==> src/rtl/sram_pkg.sv <==
// Shared definitions for the SRAM frame arbiter: default widths, FSM states
// and transfer-direction encoding.
package sram_pkg;

  localparam int ADDR_W_DEF        = 20;
  localparam int DATA_W_DEF        = 16;
  localparam int RD_LAT_DEF        = 2;
  localparam int WR_STARVE_MAX_DEF = 8;

  typedef enum logic [1:0] {
    IDLE = 2'd0,
    RD   = 2'd1,
    WR   = 2'd2,
    TURN = 2'd3
  } arb_state_e;

  typedef enum logic {
    DIR_RD = 1'b0,
    DIR_WR = 1'b1
  } dir_e;

endpackage

==> src/rtl/sram_rd_latency_pipe.sv <==
// Read-tag shift register matching the SRAM wrapper latency, plus the
// response capture register. RD_LAT must be at least 1.
module sram_rd_latency_pipe
  import sram_pkg::*;
#(
  parameter int DATA_W = DATA_W_DEF,
  parameter int RD_LAT = RD_LAT_DEF
) (
  input  logic              clk,
  input  logic              reset,
  input  logic              tag_in,
  input  logic [DATA_W-1:0] sram_dout,
  output logic              rd_resp_valid,
  output logic [DATA_W-1:0] rd_resp_data
);

  logic [RD_LAT:0] tag_p0;

  // Tag stage: one bit per cycle of flight, tail marks data present on sram_dout
  always_ff @(posedge clk) begin
    if (reset) begin
      tag_p0 <= '0;
    end else begin
      tag_p0 <= {tag_p0[RD_LAT-1:0], tag_in};
    end
  end

  // Response stage: capture wrapper data when the tag reaches the tail
  always_ff @(posedge clk) begin
    if (reset) begin
      rd_resp_valid <= 1'b0;
      rd_resp_data  <= '0;
    end else begin
      rd_resp_valid <= tag_p0[RD_LAT];
      if (tag_p0[RD_LAT]) begin
        rd_resp_data <= sram_dout;
      end
    end
  end

endmodule

==> src/rtl/sram_frame_arbiter.sv <==
// Sole master of the SRAM wrapper: arbitrates pixel writes against display
// reads, inserts a turnaround on direction changes and returns read data.
module sram_frame_arbiter
  import sram_pkg::*;
#(
  parameter int ADDR_W        = ADDR_W_DEF,
  parameter int DATA_W        = DATA_W_DEF,
  parameter int RD_LAT        = RD_LAT_DEF,
  parameter int WR_STARVE_MAX = WR_STARVE_MAX_DEF
) (
  input  logic              clk,
  input  logic              reset,
  input  logic              wr_valid,
  output logic              wr_ready,
  input  logic [ADDR_W-1:0] wr_addr,
  input  logic [DATA_W-1:0] wr_data,
  input  logic              rd_valid,
  output logic              rd_ready,
  input  logic [ADDR_W-1:0] rd_addr,
  output logic              rd_resp_valid,
  output logic [DATA_W-1:0] rd_resp_data,
  output logic              sram_wen,
  output logic [ADDR_W-1:0] sram_addr,
  output logic [DATA_W-1:0] sram_din,
  input  logic [DATA_W-1:0] sram_dout
);

  localparam int CNT_W = $clog2(WR_STARVE_MAX + 1);

  arb_state_e       state, state_nxt;
  dir_e             last_dir, win_dir;
  logic [CNT_W-1:0] starve_cnt;
  logic             starved, rd_win, wr_win, prev_issued, need_turn;
  logic             rd_grant, wr_grant;

  function automatic logic [CNT_W-1:0] sat_inc(input logic [CNT_W-1:0] v);
    return (v == CNT_W'(WR_STARVE_MAX)) ? v : v + 1'b1;
  endfunction

  // Reads win unless a write has lost WR_STARVE_MAX cycles in a row
  assign starved     = (starve_cnt == CNT_W'(WR_STARVE_MAX));
  assign rd_win      = rd_valid && !(wr_valid && starved);
  assign wr_win      = wr_valid && !rd_win;
  assign win_dir     = rd_win ? DIR_RD : DIR_WR;
  assign prev_issued = (state == RD) || (state == WR);
  assign need_turn   = (rd_win || wr_win) && prev_issued && (win_dir != last_dir);

  always_comb begin
    state_nxt = IDLE;
    rd_grant  = 1'b0;
    wr_grant  = 1'b0;
    if (need_turn) begin
      state_nxt = TURN;
    end else if (rd_win) begin
      state_nxt = RD;
      rd_grant  = 1'b1;
    end else if (wr_win) begin
      state_nxt = WR;
      wr_grant  = 1'b1;
    end
  end

  assign rd_ready = rd_grant && !reset;
  assign wr_ready = wr_grant && !reset;

  always_ff @(posedge clk) begin
    if (reset) begin
      state      <= IDLE;
      last_dir   <= DIR_RD;
      starve_cnt <= '0;
    end else begin
      state <= state_nxt;
      if (rd_grant) begin
        last_dir <= DIR_RD;
      end else if (wr_grant) begin
        last_dir <= DIR_WR;
      end
      if (!wr_valid || wr_grant) begin
        starve_cnt <= '0;
      end else begin
        starve_cnt <= sat_inc(starve_cnt);
      end
    end
  end

  // Issue stage: granted transfer appears on the wrapper bus one cycle after accept
  always_ff @(posedge clk) begin
    if (reset) begin
      sram_wen  <= 1'b0;
      sram_addr <= '0;
      sram_din  <= '0;
    end else begin
      sram_wen <= wr_grant;
      if (wr_grant) begin
        sram_addr <= wr_addr;
        sram_din  <= wr_data;
      end else if (rd_grant) begin
        sram_addr <= rd_addr;
      end
    end
  end

  sram_rd_latency_pipe #(
    .DATA_W (DATA_W),
    .RD_LAT (RD_LAT)
  ) u_rd_pipe (
    .clk           (clk),
    .reset         (reset),
    .tag_in        (rd_grant),
    .sram_dout     (sram_dout),
    .rd_resp_valid (rd_resp_valid),
    .rd_resp_data  (rd_resp_data)
  );

endmodule

==> config.mk <==
export PLATFORM = sky130hd
export DESIGN_NAME = sram_frame_arbiter
export DESIGN_NICKNAME = d
export VERILOG_FILES = /design/src/rtl/sram_pkg.sv /design/src/rtl/sram_rd_latency_pipe.sv /design/src/rtl/sram_frame_arbiter.sv
export SDC_FILE = /design/constraint.sdc
export NUM_CORES = 1
export LEC_CHECK = 0
export BUFFER_PORTS_ARGS = -buffer_cell sky130_fd_sc_hd__buf_2
export CAP_MARGIN = 20
export CORE_ASPECT_RATIO = 0.7
export CORE_MARGIN = 2
export CORE_UTILIZATION = 30
export DETAILED_ROUTE_END_ITERATION = 8
export PLACE_DENSITY = 0.56
export SLEW_MARGIN = 0
export SYNTH_ARGS = -nofsm -noshare
export SYNTH_HDL_FRONTEND = slang
export SYNTH_HIERARCHICAL = 1
export SYNTH_SLANG_ARGS = --single-unit
==> constraint.sdc <==
create_clock -name clk -period 2.3 [get_ports clk]
set_clock_uncertainty 0.15 [all_clocks]
set_input_delay 0.115 -clock clk [delete_from_list [all_inputs] [get_ports clk]]
set_output_delay 0.115 -clock clk [all_outputs]
set_load 0.03 [all_outputs]
==> results_tabular.tex <==
\begin{tabular}{lr}
\hline
Metric & Value \\
\hline
\multicolumn{2}{l}{\textbf{Critical path}} \\
\quad Biggest fanout along the worst timing path & 7 \\
\quad Crit start category & flip-flop \\
\quad Depth of the most critical reg-to-reg path & 7 \\
\quad Required time worst endpoint & slightly above 2 ns \\
\quad Endpoint class of the critical path & primary output \\
\quad Data arrival time of the worst path & roughly 1.9 ns \\
\quad Worst Path Class, Setup & flip-flop to primary output \\
\multicolumn{2}{l}{\textbf{Floorplanning}} \\
\quad Starting density of the core & 0.3074 \\
\quad Die Area & $\sim$0.0094 mm² \\
\quad Area inside the core boundary & 0.008443 mm² \\
\quad Number of placement rows & 28 \\
\quad Number of top-level design ports & between 100 and 150 \\
\quad Height of the die & 81.82 µm \\
\quad Die W & between 100 and 150 µm \\
\multicolumn{2}{l}{\textbf{Timing}} \\
\quad Final Hold Violating Endpoints & 0 \\
\quad \# setup viols final & 0 \\
\quad Unrepaired setup endpoints after global routing & no \\
\quad Shortest clock period the worst path allows after layout & roughly 2.1 ns \\
\quad Maximum clock rate & between 400 and 500 MHz \\
\quad Least-Margin Pin Slew & roughly 0.43 ns \\
\quad Pins over their slew limit & 0 \\
\quad Final sum of negative setup slack & 0 ns \\
\quad Worst slew slack as a fraction of its limit & 0.7120 \\
\quad Final period util & 0.9300 \\
\multicolumn{2}{l}{\textbf{Clocking}} \\
\quad Buffers inserted by post-CTS timing repair & 0 \\
\quad CTS Buffer Depth & 2 \\
\quad Clock tree from TritonCTS & yes \\
\quad Clock latency on the worst-skew pair & approximately 0.32 ns \\
\quad Clock buffers created by TritonCTS & 9 \\
\quad Clock sink total & between 60 and 70 \\
\quad Buffer cell driving the clock tree root & clkbuf\_16 \\
\quad Post-CTS clock slew at the launch and capture registers of the worst setup and hold paths & about 0.05 ns \\
\quad Maximum level of the CTS H-tree & 3 \\
\multicolumn{2}{l}{\textbf{Placed design}} \\
\quad Number of buffers added on ports & roughly 130 \\
\quad GP Congestion & about 0.8 \\
\quad Post-detail-place hpwl & 4791 µm \\
\quad Inst Count DP & approximately 530 \\
\multicolumn{2}{l}{\textbf{Synthesis}} \\
\quad Mapped Avg Cell Area & $\sim$8.9 µm² \\
\quad Sequential fraction of the synthesis area & 0.4937 \\
\quad Synthesized instance count & a little under 300 \\
\quad Synth Cell Area & about 0.0026 mm² \\
\quad Yosys warning count & 6 \\
\quad Synthesized net count & $\sim$370 \\
\quad Total of flip-flops plus latches after synthesis & 64 \\
\quad Number of distinct library cell variants in the gate-level netlist after synthesis & 29 \\
\multicolumn{2}{l}{\textbf{Detailed routing}} \\
\quad Drt drc & 0 \\
\quad Average wire length per cell after detail routing & around 13 µm \\
\quad Antenna Violating Nets Remaining & 0 \\
\quad Detailed-router iteration count before antenna repair & 5 \\
\quad Vias per std cell & roughly 4.5 \\
\quad DRC violation total after the first TritonRoute iteration & 143 \\
\quad Total length of routed wires & 7900 µm \\
\quad Overall via count from detail\_route & about 2800 \\
\multicolumn{2}{l}{\textbf{Worst hold path}} \\
\quad Hold Path Class & input pin to flip-flop \\
\quad Number of cells traversed by the worst hold path & 2 \\
\multicolumn{2}{l}{\textbf{Power}} \\
\quad Power density normalized to cell area & roughly 730 mW/mm² \\
\quad Worst vdd ir & 479.0 µV \\
\quad Standby leakage power & around 2.0 nW \\
\multicolumn{2}{l}{\textbf{GRT}} \\
\quad Overall track demand over capacity in global routing & 0.1660 \\
\quad Largest net degree at the start of global routing & 34 \\
\quad First-pass GRT wire length & around 12000 µm \\
\quad GRT Residual Overflow & 0 \\
\quad Via count of the first global-routing pass & approximately 2700 \\
\quad Initial antenna violation count & 0 \\
\multicolumn{2}{l}{\textbf{Final layout}} \\
\quad Most frequent standard cell in the layout excluding fill and tap cells & buf\_2 \\
\quad Commonest cells after routing, fill and taps aside & buf\_2 (131), nand2\_1 (76), dlygate4sd3\_1 (75), dfxtp\_1 (64), nor2\_1 (24) \\
\quad Number of antenna diodes & 0 \\
\quad Layout Area Growth over Synthesis & 70.11\% \\
\quad Number of cells in the finished layout apart from fillers & 621 \\
\quad Nets@finish & about 580 \\
\quad Layout cell share with drive strength beyond 1 & 0.3253 \\
\multicolumn{2}{l}{\textbf{Run status}} \\
\quad Outcome & finished, final reports clean \\
\multicolumn{2}{l}{\textbf{Job}} \\
\quad Max capacitance violation total & 0 \\
\hline
\end{tabular}
==> metrics by stage <==
| step | instance area, µm² | util | hold WS [ns] | setup slack, ns | total power (W) |
|---|---|---|---|---|---|
| CTS | 4414 | 0.5228 | 0.04745 | 0.04919 | 0.003267 |
| finish | 4414 | 0.5228 | 0.05383 | 0.1611 | 0.003222 |
| global placement | 3342 | 0.3958 | 0.1998 | 0.1448 | 0.001691 |
| global route | 4414 | 0.5228 | 0.06315 | 0.03836 | 0.003366 |
| floorplan | 2595 | - | 0.1010 | 0.2486 | 0.001532 |
| detailed placement | 3342 | 0.3958 | 0.2094 | 0.06468 | 0.001695 |
==> kinds of logic (layout without fill, tap and decap cells) <==
group	Yosys count	after routing	synth area share
xor+xnor	3	3	0.01302
buf+inv	28	236	0.06123
mux	16	16	0.06172
flops	64	64	0.4937
compound gates	48	48	0.1437
fa+ha+maj	2	2	0.009642
simple gates	132	132	0.2170
==> critical path, cell delays in order, from the launching register on <==
cell and delay (ns):
dfxtp_1 0.34, inv_1 0.07, ha_1 0.22, nand3b_4 0.16, a221o_1 0.45, nor2_1 0.12
buf_2 0.20
==> synth_stat cells <==
cell | n | area (µm²)
nor2b_1 | 6 | 37.54
xor2_2 | 1 | 16.27
xnor2_1 | 1 | 8.760
a311oi_1 | 19 | 166.4
mux2i_1 | 16 | 160.2
nor2_1 | 24 | 90.09
a211oi_1 | 1 | 7.510
xor2_1 | 1 | 8.760
nor3_1 | 20 | 100.1
or2_1 | 1 | 6.260
a211oi_2 | 2 | 25.02
buf_2 | 9 | 45.04
nand2_1 | 76 | 285.3
a311oi_2 | 1 | 15.01
inv_1 | 5 | 18.77
nand3b_4 | 1 | 20.02
a221o_1 | 1 | 10.01
o2bb2ai_1 | 1 | 8.760
dfxtp_1 | 64 | 1281
a211o_1 | 1 | 8.760
a221oi_4 | 1 | 26.28
clkbuf_1 | 9 | 33.78
nand3_1 | 3 | 15.01
a21oi_1 | 21 | 105.1
ha_1 | 2 | 25.02
buf_6 | 3 | 33.78
buf_4 | 1 | 7.510
nand4b_1 | 1 | 8.760
buf_12 | 1 | 20.02
==> power by group <==
| group | total, W | internal, W | leakage, nW | switching (W) |
|---|---|---|---|---|
| Clock | 0.00145 | 0.000999 | 0.159 | 0.000447 |
| Sequential | 0.00121 | 0.00118 | 0.524 | 0.0000338 |
| Combinational | 0.000565 | 0.000248 | 1.32 | 0.000317 |
==> cell type report <==
cell class                      count  area [µm²]
Fill cell                         742        4029
Timing Repair Buffer              216        1481
Sequential cell                    64        1281
Multi-Input combinational cell    201        1161
Clock buffer                       12       256.5
Tap cell                          120       150.1
Clock inverter                      3       65.06
Inverter                            5       18.77
==> state kept, by name (all words and copies together) (netlist names) <==
name                     flops
sram_din                    16
sram_wen                     1
starve_cnt                   4
u_rd_pipe/tag_p0             3
state                        2
last_dir                     1
sram_addr                   20
u_rd_pipe/rd_resp_data      16
u_rd_pipe/rd_resp_valid      1
==> repair_timing <==
item / 4_1_cts / 5_1_grt
setup endpoints to repair: 0 / 20
gates resized for setup: 0 / 1
hold buffers: 75 / 0
hold endpoints to repair: 54 / 0
==> path summary, 6_finish.rpt <==
kind,startpoint,end,slack (ns)
setup / recovery,starve_cnt[0]$_SDFFE_PP0P_,wr_ready,0.16
hold / removal,reset,u_rd_pipe/rd_resp_data[11]$_SDFFE_PP0P_,0.05
setup reg to reg,starve_cnt[0]$_SDFFE_PP0P_,sram_addr[10]$_SDFFE_PP0P_,0.20
hold reg to reg,u_rd_pipe/tag_p0[1]$_SDFF_PP0_,u_rd_pipe/tag_p0[2]$_SDFF_PP0_,0.30
==> per-layer routing <==
layer / wire length, µm / share of wire / track usage / vias up
met3: 423 / 0.054 / 0.05756 / 6
met4: 51 / 0.0065 / 0.05301 / 0
met1: 3466 / 0.44 / 0.1845 / 1301
li1: - / - / - / 1409
met2: 3959 / 0.50 / 0.3012 / 91
met5: 0 / 0 / 0 / -
Note: power is estimated with default switching activity, not from simulation.
